==> src/rtl/sayeh_seq_pkg.sv <==
// Shared encodings for the SAYEH address sequencer: FSM state codes and the
// op_kind values the instruction controller presents on the op handshake.
package sayeh_seq_pkg;

    localparam logic [2:0] ST_RST      = 3'd0;
    localparam logic [2:0] ST_FETCH    = 3'd1;
    localparam logic [2:0] ST_DISPATCH = 3'd2;
    localparam logic [2:0] ST_DRD      = 3'd3;
    localparam logic [2:0] ST_DWR      = 3'd4;
    localparam logic [2:0] ST_INCR     = 3'd5;
    localparam logic [2:0] ST_HALT     = 3'd6;

    localparam logic [2:0] OP_NEXT    = 3'd0;
    localparam logic [2:0] OP_BR_REL  = 3'd1;
    localparam logic [2:0] OP_JMP_REG = 3'd2;
    localparam logic [2:0] OP_LOAD    = 3'd3;
    localparam logic [2:0] OP_STORE   = 3'd4;
    localparam logic [2:0] OP_HALT    = 3'd5;

    // States in which the sequencer is waiting on memDataReady.
    function automatic logic is_mem_wait(input logic [2:0] st);
        return (st == ST_FETCH) || (st == ST_DRD) || (st == ST_DWR);
    endfunction

endpackage

==> src/rtl/seq_timeout_ctr.sv <==
// Memory-wait watchdog: counts consecutive stalled cycles and flags the cycle
// in which the last allowed stall is reached. Used only with SEQ_TIMEOUT_EN.
module seq_timeout_ctr #(
    parameter int CNT_W       = 8,
    parameter int TIMEOUT_CYC = 16
) (
    input  logic clk,
    input  logic ExternalReset,
    input  logic run,
    input  logic clr,
    output logic expired
);

    localparam logic [CNT_W-1:0] LAST = CNT_W'(TIMEOUT_CYC - 1);

    logic [CNT_W-1:0] r_cnt;

    always_ff @(posedge clk) begin
        if (ExternalReset || clr) begin
            r_cnt <= '0;
        end else if (run) begin
            r_cnt <= r_cnt + 1'b1;
        end
    end

    assign expired = run && (r_cnt == LAST);

endmodule

==> src/rtl/address_sequencer.sv <==
// SAYEH address sequencer: fetch -> dispatch -> optional data access -> PC update.
// Optional memory-wait watchdog is enabled by defining SEQ_TIMEOUT_EN.
module address_sequencer
    import sayeh_seq_pkg::*;
#(
    parameter int TIMEOUT_CYC = 16,
    parameter int CNT_W       = 8
) (
    input  logic       clk,
    input  logic       ExternalReset,
    input  logic       memDataReady,
    input  logic       op_valid,
    input  logic [2:0] op_kind,
    output logic       op_ready,
    output logic       ResetPC,
    output logic       PCplusI,
    output logic       PCplus1,
    output logic       RplusI,
    output logic       Rplus0,
    output logic       EnablePC,
    output logic       ReadMem,
    output logic       WriteMem,
    output logic       IRload,
    output logic       halted,
    output logic       op_err,
    output logic       mem_timeout,
    output logic [2:0] dbg_state
);

    // Op handshake: an op transfers in any cycle where op_valid and op_ready are
    // both high; op_ready is high only in DISPATCH, and op_valid is ignored elsewhere.

    if (TIMEOUT_CYC < 1 || TIMEOUT_CYC >= (1 << CNT_W)) begin : g_bad_cfg
        $error("address_sequencer: TIMEOUT_CYC must be in 1 .. 2**CNT_W-1");
    end

    logic [2:0] r_state;
    logic [2:0] w_next;
    logic       r_op_err;
    logic       w_accept;

    assign w_accept  = (r_state == ST_DISPATCH) && op_valid;
    assign dbg_state = r_state;
    assign op_err    = r_op_err;

`ifdef SEQ_TIMEOUT_EN
    logic w_wait;
    logic w_expired;
    logic r_mem_timeout;

    assign w_wait = is_mem_wait(r_state);

    seq_timeout_ctr #(
        .CNT_W       (CNT_W),
        .TIMEOUT_CYC (TIMEOUT_CYC)
    ) u_timeout (
        .clk           (clk),
        .ExternalReset (ExternalReset),
        .run           (w_wait && !memDataReady),
        .clr           (w_next != r_state),
        .expired       (w_expired)
    );

    always_ff @(posedge clk) begin
        if (ExternalReset) begin
            r_mem_timeout <= 1'b0;
        end else begin
            r_mem_timeout <= w_expired;
        end
    end

    assign mem_timeout = r_mem_timeout;
`else
    assign mem_timeout = 1'b0;
`endif

    always_ff @(posedge clk) begin
        if (ExternalReset) begin
            r_state  <= ST_RST;
            r_op_err <= 1'b0;
        end else begin
            r_state  <= w_next;
            r_op_err <= w_accept && (op_kind > OP_HALT);
        end
    end

    always_comb begin
        w_next = r_state;
        case (r_state)
            ST_RST:   w_next = ST_FETCH;
            ST_FETCH: if (memDataReady) w_next = ST_DISPATCH;
            ST_DISPATCH: begin
                if (op_valid) begin
                    case (op_kind)
                        OP_LOAD:  w_next = ST_DRD;
                        OP_STORE: w_next = ST_DWR;
                        OP_HALT:  w_next = ST_HALT;
                        default:  w_next = ST_FETCH;
                    endcase
                end
            end
            ST_DRD, ST_DWR: if (memDataReady) w_next = ST_INCR;
            ST_INCR: w_next = ST_FETCH;
            ST_HALT: w_next = ST_HALT;
            default: w_next = ST_RST;
        endcase
`ifdef SEQ_TIMEOUT_EN
        // A ready in the expiring cycle keeps w_expired low, so the access wins.
        if (w_expired) w_next = ST_HALT;
`endif
    end

    always_comb begin
        op_ready = 1'b0;
        ResetPC  = 1'b0;
        PCplusI  = 1'b0;
        PCplus1  = 1'b0;
        RplusI   = 1'b0;
        Rplus0   = 1'b0;
        EnablePC = 1'b0;
        ReadMem  = 1'b0;
        WriteMem = 1'b0;
        IRload   = 1'b0;
        halted   = 1'b0;
        case (r_state)
            ST_RST: begin
                ResetPC  = 1'b1;
                EnablePC = 1'b1;
            end
            ST_FETCH: begin
                ReadMem = 1'b1;
                IRload  = memDataReady;
            end
            ST_DISPATCH: begin
                op_ready = 1'b1;
                if (op_valid) begin
                    case (op_kind)
                        OP_BR_REL: begin
                            PCplusI  = 1'b1;
                            EnablePC = 1'b1;
                        end
                        OP_JMP_REG: begin
                            RplusI   = 1'b1;
                            EnablePC = 1'b1;
                        end
                        OP_LOAD, OP_STORE, OP_HALT: begin
                        end
                        // NEXT and illegal kinds both advance the PC by one.
                        default: begin
                            PCplus1  = 1'b1;
                            EnablePC = 1'b1;
                        end
                    endcase
                end
            end
            ST_DRD: begin
                Rplus0  = 1'b1;
                ReadMem = 1'b1;
            end
            ST_DWR: begin
                Rplus0   = 1'b1;
                WriteMem = 1'b1;
            end
            ST_INCR: begin
                PCplus1  = 1'b1;
                EnablePC = 1'b1;
            end
            ST_HALT: halted = 1'b1;
            default: begin
            end
        endcase
    end

endmodule
==> config.mk <==
export PLATFORM = sky130hd
export DESIGN_NAME = address_sequencer
export DESIGN_NICKNAME = d
export VERILOG_FILES = /design/src/rtl/sayeh_seq_pkg.sv /design/src/rtl/seq_timeout_ctr.sv /design/src/rtl/address_sequencer.sv
export SDC_FILE = /design/constraint.sdc
export NUM_CORES = 1
export LEC_CHECK = 0
export BUFFER_PORTS_ARGS = -buffer_cell sky130_fd_sc_hd__clkbuf_2
export CORE_AREA = 8 8 45 47
export DETAILED_ROUTE_END_ITERATION = 16
export DIE_AREA = 0 0 53 55
export GPL_TIMING_DRIVEN = 0
export PLACE_DENSITY_LB_ADDON = 0.25
export SLEW_MARGIN = 20
export SYNTH_ARGS = -nofsm -noshare
export SYNTH_HDL_FRONTEND = slang
export SYNTH_HIERARCHICAL = 1
export SYNTH_SLANG_ARGS = --single-unit
export TNS_END_PERCENT = 50
==> constraint.sdc <==
create_clock -name clk -period 1.5 [get_ports clk]
set_input_delay 0.15 -clock clk [delete_from_list [all_inputs] [get_ports clk]]
set_output_delay 0.15 -clock clk [all_outputs]
set_load 0.01 [all_outputs]
==> qor.yml, run 1 <==
grt_pass1_wl_um: 1780
fin_skew_ns: 0.00301
p_leak_nw: 0.252
multi_input_area_sq_um: 287
synthTopCellsByCount: "nor2_1 (7), dfxtp_1 (4), nor3_1 (4), o21ai_0 (3)"
finalSetupTns_ns: 0
synth_mux_area_share_pct: 0
die_h_um: 55
worstSkewPairLatency_ns: 0.23
syn_avg_cell_area_sq_um: 7.89
fin_cells: 90
cts-root-buf: "clkbuf_4"
synth_xor_area_share_pct: 2.27
dpl.hpwl_um: 827
clk_path_buf_depth: 2
wire_per_inst_um: 11.7
area_growth_pct: 45.3
synthArstFlopShare_pct: 0
cts_tree: "built"
place.gp.congestion: 0.703
worst-path-max-fanout: 6
synth_top_family_by_area: "simple AND/OR/NAND/NOR gates"
nNetsFinal: 83
die_w_um: 53
synth_top_area_share_pct: 20.7
start_util_pct: 27.9
grt_max_degree: 11
synth-adder-area-share_pct: 0
grt_pass1_vias: 449
period_share_pct: 96.7
hold_class: "input pin to register"
synth_area_leaders: "dfxtp_1 (21%), nor2_1 (6.8%), nor3_1 (5.2%)"
io_buffers: 21
worst-endpoint-arrival_ns: 1.30
path_class: "register to output port"
grt_setup_unrepaired: "true"
dp.cells: 86
yosysSeqAreaShare_pct: 20.7
ys_ff_latch: 4
track_usage_pct: 8.04
drt_first_iter_violations: 7
synth_warnings: 6
status: "completed"
clkSinkCount: 4
end_kind: "output port"
via_per_inst: 4.89
syn_nets: 56
dr.pass1.iters: 4
route.detailed.drc: 0
grt_overflow_total: 0
start_kind: "register"
core_area_sq_mm: 0.00138
synthMostInstantiatedCell: "nor2_1"
synth_ff_type: "dfxtp_1"
synth_edf_count: 0
seq_area_sq_um: 86.3
synth_cell_types: 30
finalSetupViolations: 0
die_area_sq_mm: 0.00292
drv_cap: 0
drtAntennaViolNets: 0
p_per_area_mw_per_mm2: 710
drive_gt1_share_pct: 56.8
h-tree-depth: 1
syn_area_sq_um: 387
final_max_slew_viol_count: 0
synth-simple-area-share_pct: 46.0
vias: 440
antenna_found_initial: 0
vdd_drop_max_mv: 0.218
hold_viol: 0
placementRows: 14
fmax_mhz: 690
fill_cells: 161
power.total_mw: 0.399
boundaryPins: 23
ctsHoldBuffers: 0
synth_compound_area_share_pct: 21.7
min_period_ns: 1.45
numCtsBuffers: 3
wirelength_um: 1050
clk_pin_slew_ns: 0.04
num_antenna_cells: 0
yosysTopAreaCell: "dfxtp_1"
cp_data_required_time_ns: 1.35
syn_inst: 49
## flip-flops by register name, summed over array words and instances, names as in the netlist
| name | flops |
|---|---|
| op_err | 1 |
| dbg_state | 3 |
## where the power goes
part	internal, mW	switching (mW)	leakage [nW]	total (mW)
logic	0.0663	0.0768	0.204	0.143
clock network	0.0893	0.0421	0.0138	0.131
registers	0.114	0.0103	0.0341	0.124
total	0.270	0.129	0.252	0.399
## through the flow
step | hold WS (ns) | utilization [%] | setup WS [ns] | instance area (sq um)
2_1_floorplan | 0.218 | - | 0.168 | 387
3_3_place_gp | 0.379 | 37.0 | 0.187 | 512
3_5_place_dp | 0.384 | 37.0 | 0.172 | 512
4_1_cts | 0.137 | 39.6 | -0.0160 | 548
5_1_grt | 0.129 | 40.6 | -0.0407 | 562
6_report | 0.133 | 40.6 | 0.0501 | 562
## final timing paths
check	start	end	slack [ns]	cells past startpoint
min	ExternalReset	dbg_state[1]	0.13	2
min reg2reg	dbg_state[1]	op_err	0.54	2
max reg2reg	dbg_state[1]	dbg_state[1]	0.45	3
max	dbg_state[0]	RplusI	0.05	4
## placed cells by master, fill, tap and decap left out, types with 2 or more instances in the layout
cell type | netlist | layout
dfxtp_2 | 0 | 2
clkbuf_4 | 0 | 4
buf_2 | 2 | 3
clkbuf_2 | 0 | 18
nor4b_2 | 0 | 2
o21ai_1 | 1 | 2
o21ai_0 | 3 | 2
nor2_1 | 7 | 7
nand3_1 | 2 | 2
buf_4 | 1 | 4
nor2b_1 | 2 | 2
nor3_1 | 4 | 4
nand2_1 | 2 | 2
## cell type report
cell class / count / share of cell area, %
inverters: 1 / 0.668
well taps: 16 / 3.56
plain buffers: 3 / 4.01
flip-flops and latches: 4 / 15.4
multi-input cells: 40 / 51.0
repair buffers: 23 / 21.4
clock buffers: 3 / 4.01
## cell families after synthesis
| family | Yosys count |
|---|---|
| simple gates | 28 |
| flops | 4 |
| xor+xnor | 1 |
| other cells | 1 |
| compound gates | 10 |
| buf+inv | 5 |
## routing by layer
layer	global-route usage [%]	wire length, um	up-vias
li1	-	-	223
met4	6.47	0	0
met1	8.98	472	203
met3	2.14	75	0
met5	0	0	-
met2	12.7	506	14
## repair_timing
| item | CTS | global route |
|---|---|---|
| pin swaps | 2 | 2 |
| hold endpoints to repair | 0 | 0 |
| setup buffers | 0 | 2 |
| setup endpoints to repair | 3 | 7 |
| resized for setup | 3 | 10 |
## critical path: stages, from the launching register on
cell     delay, ns
dfxtp_4       0.36
nor2_4        0.15
nand3_4       0.12
nor4b_2       0.27
buf_2         0.17
(Power assumes the default switching activity.)
==> run 2: changes to the inputs <==
--- a/config.mk
+++ b/config.mk
@@ -11,6 +11,7 @@
 export DIE_AREA = 0 0 53 55
 export GPL_TIMING_DRIVEN = 0
 export PLACE_DENSITY_LB_ADDON = 0.25
+export REMOVE_ABC_BUFFERS = 1
 export SLEW_MARGIN = 20
 export SYNTH_ARGS = -nofsm -noshare
 export SYNTH_HDL_FRONTEND = slang
==> constraint.sdc (replaced) <==
create_clock -name clk -period 1.5 [get_ports clk]
set_input_delay 0.15 -clock clk [delete_from_list [all_inputs] [get_ports clk]]
set_output_delay 0.15 -clock clk [all_outputs]
set_load 0.02 [all_outputs]
==> run 2 against run 1 <==
  * Total power increased by 2.9%
  * Cell count decreased by 2.2%
  * Critical path depth unchanged
  * Sequential share of layout area increased by 1.1 points
  * Global-route usage decreased by 0.54 points
  * Clock power about the same
  * Via count decreased by 3.4%
  * Design area decreased by 1.3%
  * Critical endpoint is now PCplusI
  * Largest cell class unchanged
==> qor.yml, run 2 (synthesis results as in run 1) <==
place_area_sq_um: 483  # -5.6%
h-tree-depth: 1  # unchanged
drt_first_iter_violations: 5  # -2
grt_pass1_wl_um: 1610  # -9.7%
setup_slack_ns: 0.0801  # +0.0300 ns
grt_setup_unrepaired: "false"
drv_cap: 0  # unchanged
track_usage_pct: 7.49  # -0.54 points
final_common_cell: "clkbuf_2"
boundaryPins: 23  # unchanged
finalSetupViolations: 0  # unchanged
hold_class: "input pin to register"
layout_common_cells: "clkbuf_2 (18), nor2_1 (7), nor3_1 (4), buf_4 (4)"
status: "completed"
wire_per_inst_um: 12.4  # +6.4%
seq_area_sq_um: 91.3  # +5.8%
core_area_sq_mm: 0.00138  # unchanged
num_antenna_cells: 0  # unchanged
clkSinkCount: 4  # unchanged
via_per_inst: 4.83  # -1.2%
dpl.hpwl_um: 795  # -3.9%
cp_data_required_time_ns: 1.35  # about the same
wirelength_um: 1100  # +4.0%
clk_pin_slew_ns: 0.04  # about the same
holdWs_ns: 0.138  # +0.00442 ns
grt_overflow_total: 0  # unchanged
design_area_sq_um: 554  # -1.3%
post-place-ws_ns: 0.0577  # -0.114 ns
finalSetupTns_ns: 0  # unchanged
final_max_slew_viol_count: 0  # unchanged
min_period_ns: 1.42  # -0.0300 ns
die_h_um: 55  # unchanged
start_util_pct: 27.9  # unchanged
worst-endpoint-arrival_ns: 1.27  # -0.03 ns
antenna_found_initial: 0  # unchanged
largest_reg_flops: 3  # unchanged
placementRows: 14  # unchanged
cts_tree: "built"
nNetsFinal: 81  # -2.4%
route.detailed.drc: 0  # unchanged
fill_cells: 154  # -4.3%
end_kind: "output port"
period_share_pct: 94.7  # -2.0 points
io_buffers: 21  # unchanged
grt_max_degree: 15  # +4
cts-root-buf: "clkbuf_4"
vias: 425  # -3.4%
start_kind: "register"
numCtsBuffers: 3  # unchanged
p_per_area_mw_per_mm2: 741  # +4.3%
worstSkewPairLatency_ns: 0.23  # about the same
area_growth_pct: 43.4
fmax_mhz: 704  # +2.1%
die_w_um: 53  # unchanged
grt_pass1_vias: 379  # -16%
fin_skew_ns: 0.00397  # +0.000963 ns
clk_path_buf_depth: 2  # unchanged
p_leak_nw: 0.245  # -3.0%
drtAntennaViolNets: 0  # unchanged
vdd_drop_max_mv: 0.228  # +4.4%
hold_viol: 0  # unchanged
die_area_sq_mm: 0.00292  # unchanged
worst-path-max-fanout: 12  # +6
drive_gt1_share_pct: 55.6  # -1.2 points
multi_input_area_sq_um: 287  # unchanged
path_class: "register to output port"
fin_util_pct: 40.1  # -0.54 points
dr.pass1.iters: 4  # unchanged
place.gp.congestion: 0.683  # -2.9%
-- run 2: worst max-delay path, cell delays in order, from the launching register on --
cell	delay, ns
dfxtp_4	0.38
nor2_4	0.12
nand3_4	0.12
nor4b_2	0.21
buf_2	0.20
-- run 2: final cells by class --
cell class                 count  area share, %
multi-input combinational     40           51.7
sequential                     4           16.5
timing repair buffer          24           23.5
inverter                       1          0.677
tap                           16           3.61
clock buffer                   3           4.06
-- run 2: final timing paths --
check / start / endpoint / slack [ns] / depth (start not counted)
hold reg to reg: dbg_state[1] / dbg_state[2] / 0.59 / 2
hold / removal: ExternalReset / dbg_state[1] / 0.14 / 2
setup reg to reg: dbg_state[2] / dbg_state[1] / 0.29 / 4
setup / recovery: dbg_state[0] / PCplusI / 0.08 / 4
-- run 2: where the power goes --
part / switching (mW) / total, mW / leakage [nW] / internal, mW
clock: 0.0399 / 0.129 / 0.0138 / 0.0892
combinational: 0.0874 / 0.149 / 0.196 / 0.0613
sequential: 0.0204 / 0.133 / 0.0347 / 0.112
total: 0.148 / 0.411 / 0.245 / 0.263
-- run 2: stage by stage --
| stage | cells | power, mW |
|---|---|---|
| detailed placement | 82 | 0.274 |
| floorplan | 45 | 0.222 |
| finish | 88 | 0.411 |
| global route | 88 | 0.444 |
| global placement | 82 | 0.273 |
| CTS | 88 | 0.417 |
-- run 2: what timing repair did --
item | CTS | global route
buffers inserted | 3 | 0
endpoints found under the setup margin | 9 | 4
pin swaps | 1 | 1
resized for setup | 7 | 6
hold buffers | 0 | 0
-- run 2: per-layer routing --
layer | wire length [um] | track usage (%)
met1 | 536 | 9.60
met2 | 424 | 9.38
met3 | 126 | 2.94
met4 | 8 | 6.47
met5 | 0 | 0
==> run 3: changes to the inputs <==
--- a/config.mk
+++ b/config.mk
@@ -6,6 +6,7 @@
 export NUM_CORES = 1
 export LEC_CHECK = 0
 export BUFFER_PORTS_ARGS = -buffer_cell sky130_fd_sc_hd__clkbuf_2
+export CAP_MARGIN = 20
 export CORE_AREA = 8 8 45 47
 export DETAILED_ROUTE_END_ITERATION = 16
 export DIE_AREA = 0 0 53 55
==> constraint.sdc (replaced) <==
create_clock -name clk -period 1.5 [get_ports clk]
set_input_delay 0.225 -clock clk [delete_from_list [all_inputs] [get_ports clk]]
set_output_delay 0.225 -clock clk [all_outputs]
set_load 0.02 [all_outputs]
==> run 3 against run 2 <==
  * Register-to-register slack about the same
  * Total power increased by 3.7%
  * Global-route usage increased by 0.55 points
  * Sequential share of layout area decreased by 0.91 points
  * Clock power about the same
==> qor.yml, run 3 (synthesis results as in run 1) <==
swShare_pct: 35.6  # -0.38 points
place.gp.congestion: 0.683  # unchanged
end_kind: "output port"
track_usage_pct: 8.04  # +0.55 points
grt_setup_unrepaired: "true"
p_comb_share_pct: 39.3  # +3.1 points
dpl.hpwl_um: 795  # unchanged
fill_cells: 152  # -1.3%
grt_overflow_total: 0  # unchanged
worst-path-max-fanout: 9  # -3
drt_first_iter_violations: 6  # +1
cts-root-buf: "clkbuf_4"
finalSetupViolations: 0  # unchanged
die_w_um: 53  # unchanged
setup_slack_ns: 0.0194  # -0.0607 ns
fin_util_pct: 42.4  # +2.4 points
hold-path-endpoint: "dbg_state[1]"
io_buffers: 21  # unchanged
p_sw_mw: 0.151  # +2.6%
dp.cells: 82  # unchanged
route.detailed.drc: 0  # unchanged
cts_tree: "built"
die_area_sq_mm: 0.00292  # unchanged
vdd_drop_max_mv: 0.229  # +0.65%
p_leak_nw: 0.261  # +6.8%
hold_viol: 0  # unchanged
antenna_found_initial: 0  # unchanged
status: "completed"
clkSinkCount: 4  # unchanged
p_int_mw: 0.274  # +4.3%
path_class: "register to output port"
placementRows: 14  # unchanged
power_frac_clock_pct: 30.5  # -0.9 points
rrSetupSlack_ns: 0.29  # about the same
wirelength_um: 1140  # +3.7%
regToRegEndpoint: "dbg_state[1]"
hold_class: "input pin to register"
r2r_cells: 4  # unchanged
ctsHoldBuffers: 0  # unchanged
min_from: "ExternalReset"
power.total_mw: 0.426  # +3.7%
period_share_pct: 98.7  # +4.0 points
largest_reg_flops: 3  # unchanged
grt_pass1_wl_um: 1760  # +9.5%
worstSkewPairLatency_ns: 0.23  # about the same
min_period_ns: 1.48  # +0.0607 ns
fin_cells: 91  # +3.4%
regToRegStartpoint: "dbg_state[2]"
die_h_um: 55  # unchanged
grt_pass1_vias: 414  # +9.2%
nNetsFinal: 84  # +3.7%
multi_input_area_sq_um: 292  # +1.7%
cp_data_required_time_ns: 1.27  # -0.08 ns
worst-endpoint-arrival_ns: 1.26  # about the same
holdWs_ns: 0.214  # +0.0763 ns
area_growth_pct: 51.8
start_kind: "register"
seq_area_sq_um: 91.3  # unchanged
wire_per_inst_um: 12.5  # +0.32%
numCtsBuffers: 3  # unchanged
seqPwrFrac_pct: 30.2  # -2.2 points
drv_cap: 0  # unchanged
h-tree-depth: 1  # unchanged
hold_depth: 2  # unchanged
p_per_area_mw_per_mm2: 725  # -2.1%
grt_max_degree: 15  # unchanged
final_common_cell: "clkbuf_2"
dr.pass1.iters: 4  # unchanged
num_antenna_cells: 0  # unchanged
fin_skew_ns: 0.00370  # -0.000268 ns
post-place-ws_ns: -0.0173  # -0.0750 ns
core_area_sq_mm: 0.00138  # unchanged
final_max_slew_viol_count: 0  # unchanged
start_util_pct: 27.9  # unchanged
via_per_inst: 4.73  # -2.2%
drive_gt1_share_pct: 58.7  # +3.1 points
boundaryPins: 23  # unchanged
vias: 430  # +1.2%
clk_path_buf_depth: 2  # unchanged
layout_common_cells: "clkbuf_2 (15), buf_4 (9), nor2_1 (7)"
fmax_mhz: 675  # -4.1%
drtAntennaViolNets: 0  # unchanged
clk_pin_slew_ns: 0.04  # about the same
## run 3: power by group through the flow
stage          registers, mW  logic [mW]  clock network [mW]
3_3_place_gp           0.137       0.136                   0
6_report               0.128       0.167               0.130
5_1_grt                0.130       0.183               0.147
2_1_floorplan          0.139      0.0830                   0
3_5_place_dp           0.137       0.137                   0
4_1_cts                0.128       0.164               0.137
## run 3: critical path: stages, from the launching register on
cell and delay (ns):
dfxtp_4 0.34, buf_4 0.16, and4bb_2 0.34, buf_2 0.18
## run 3: area by class of cell
cell class	instances	share of cell area [%]
Multi-Input combinational cell	40	49.7
Inverter	1	0.640
Sequential cell	4	15.6
Tap cell	16	3.41
Timing Repair Buffer	27	26.9
Clock buffer	3	3.84
## run 3: per-stage QoR
stage,TNS [ns],instance area [sq um]
2_1_floorplan,-0.701,358
3_5_place_dp,-0.0388,483
3_3_place_gp,-0.0309,483
6_report,0,587
5_1_grt,-0.107,587
4_1_cts,-0.0494,564
## run 3: how the worst max path moves through the flow
stage,startpoint,end,slack (ns),cells past startpoint
2_1_floorplan,dbg_state[1],PCplusI,-0.30,2
3_3_place_gp,dbg_state[1],EnablePC,-0.02,3
3_5_place_dp,dbg_state[1],EnablePC,-0.02,3
4_1_cts,dbg_state[2],PCplusI,-0.03,4
5_1_grt,dbg_state[0],PCplusI,-0.05,4
6_report,dbg_state[2],IRload,0.02,3
## run 3: timing repair
item                                    in CTS  in global routing
gates resized for setup                      7                 12
pin swaps                                    2                  0
endpoints found under the setup margin       9                  6
setup buffers                                6                  0
## run 3: layer usage
layer / wire length, um / share of wire (%) / global-route usage [%]
met1: 544 / 48 / 10.1
met2: 462 / 41 / 10.7
met3: 121 / 11 / 2.94
met4: 8 / 0.70 / 6.47
met5: 0 / 0 / 0
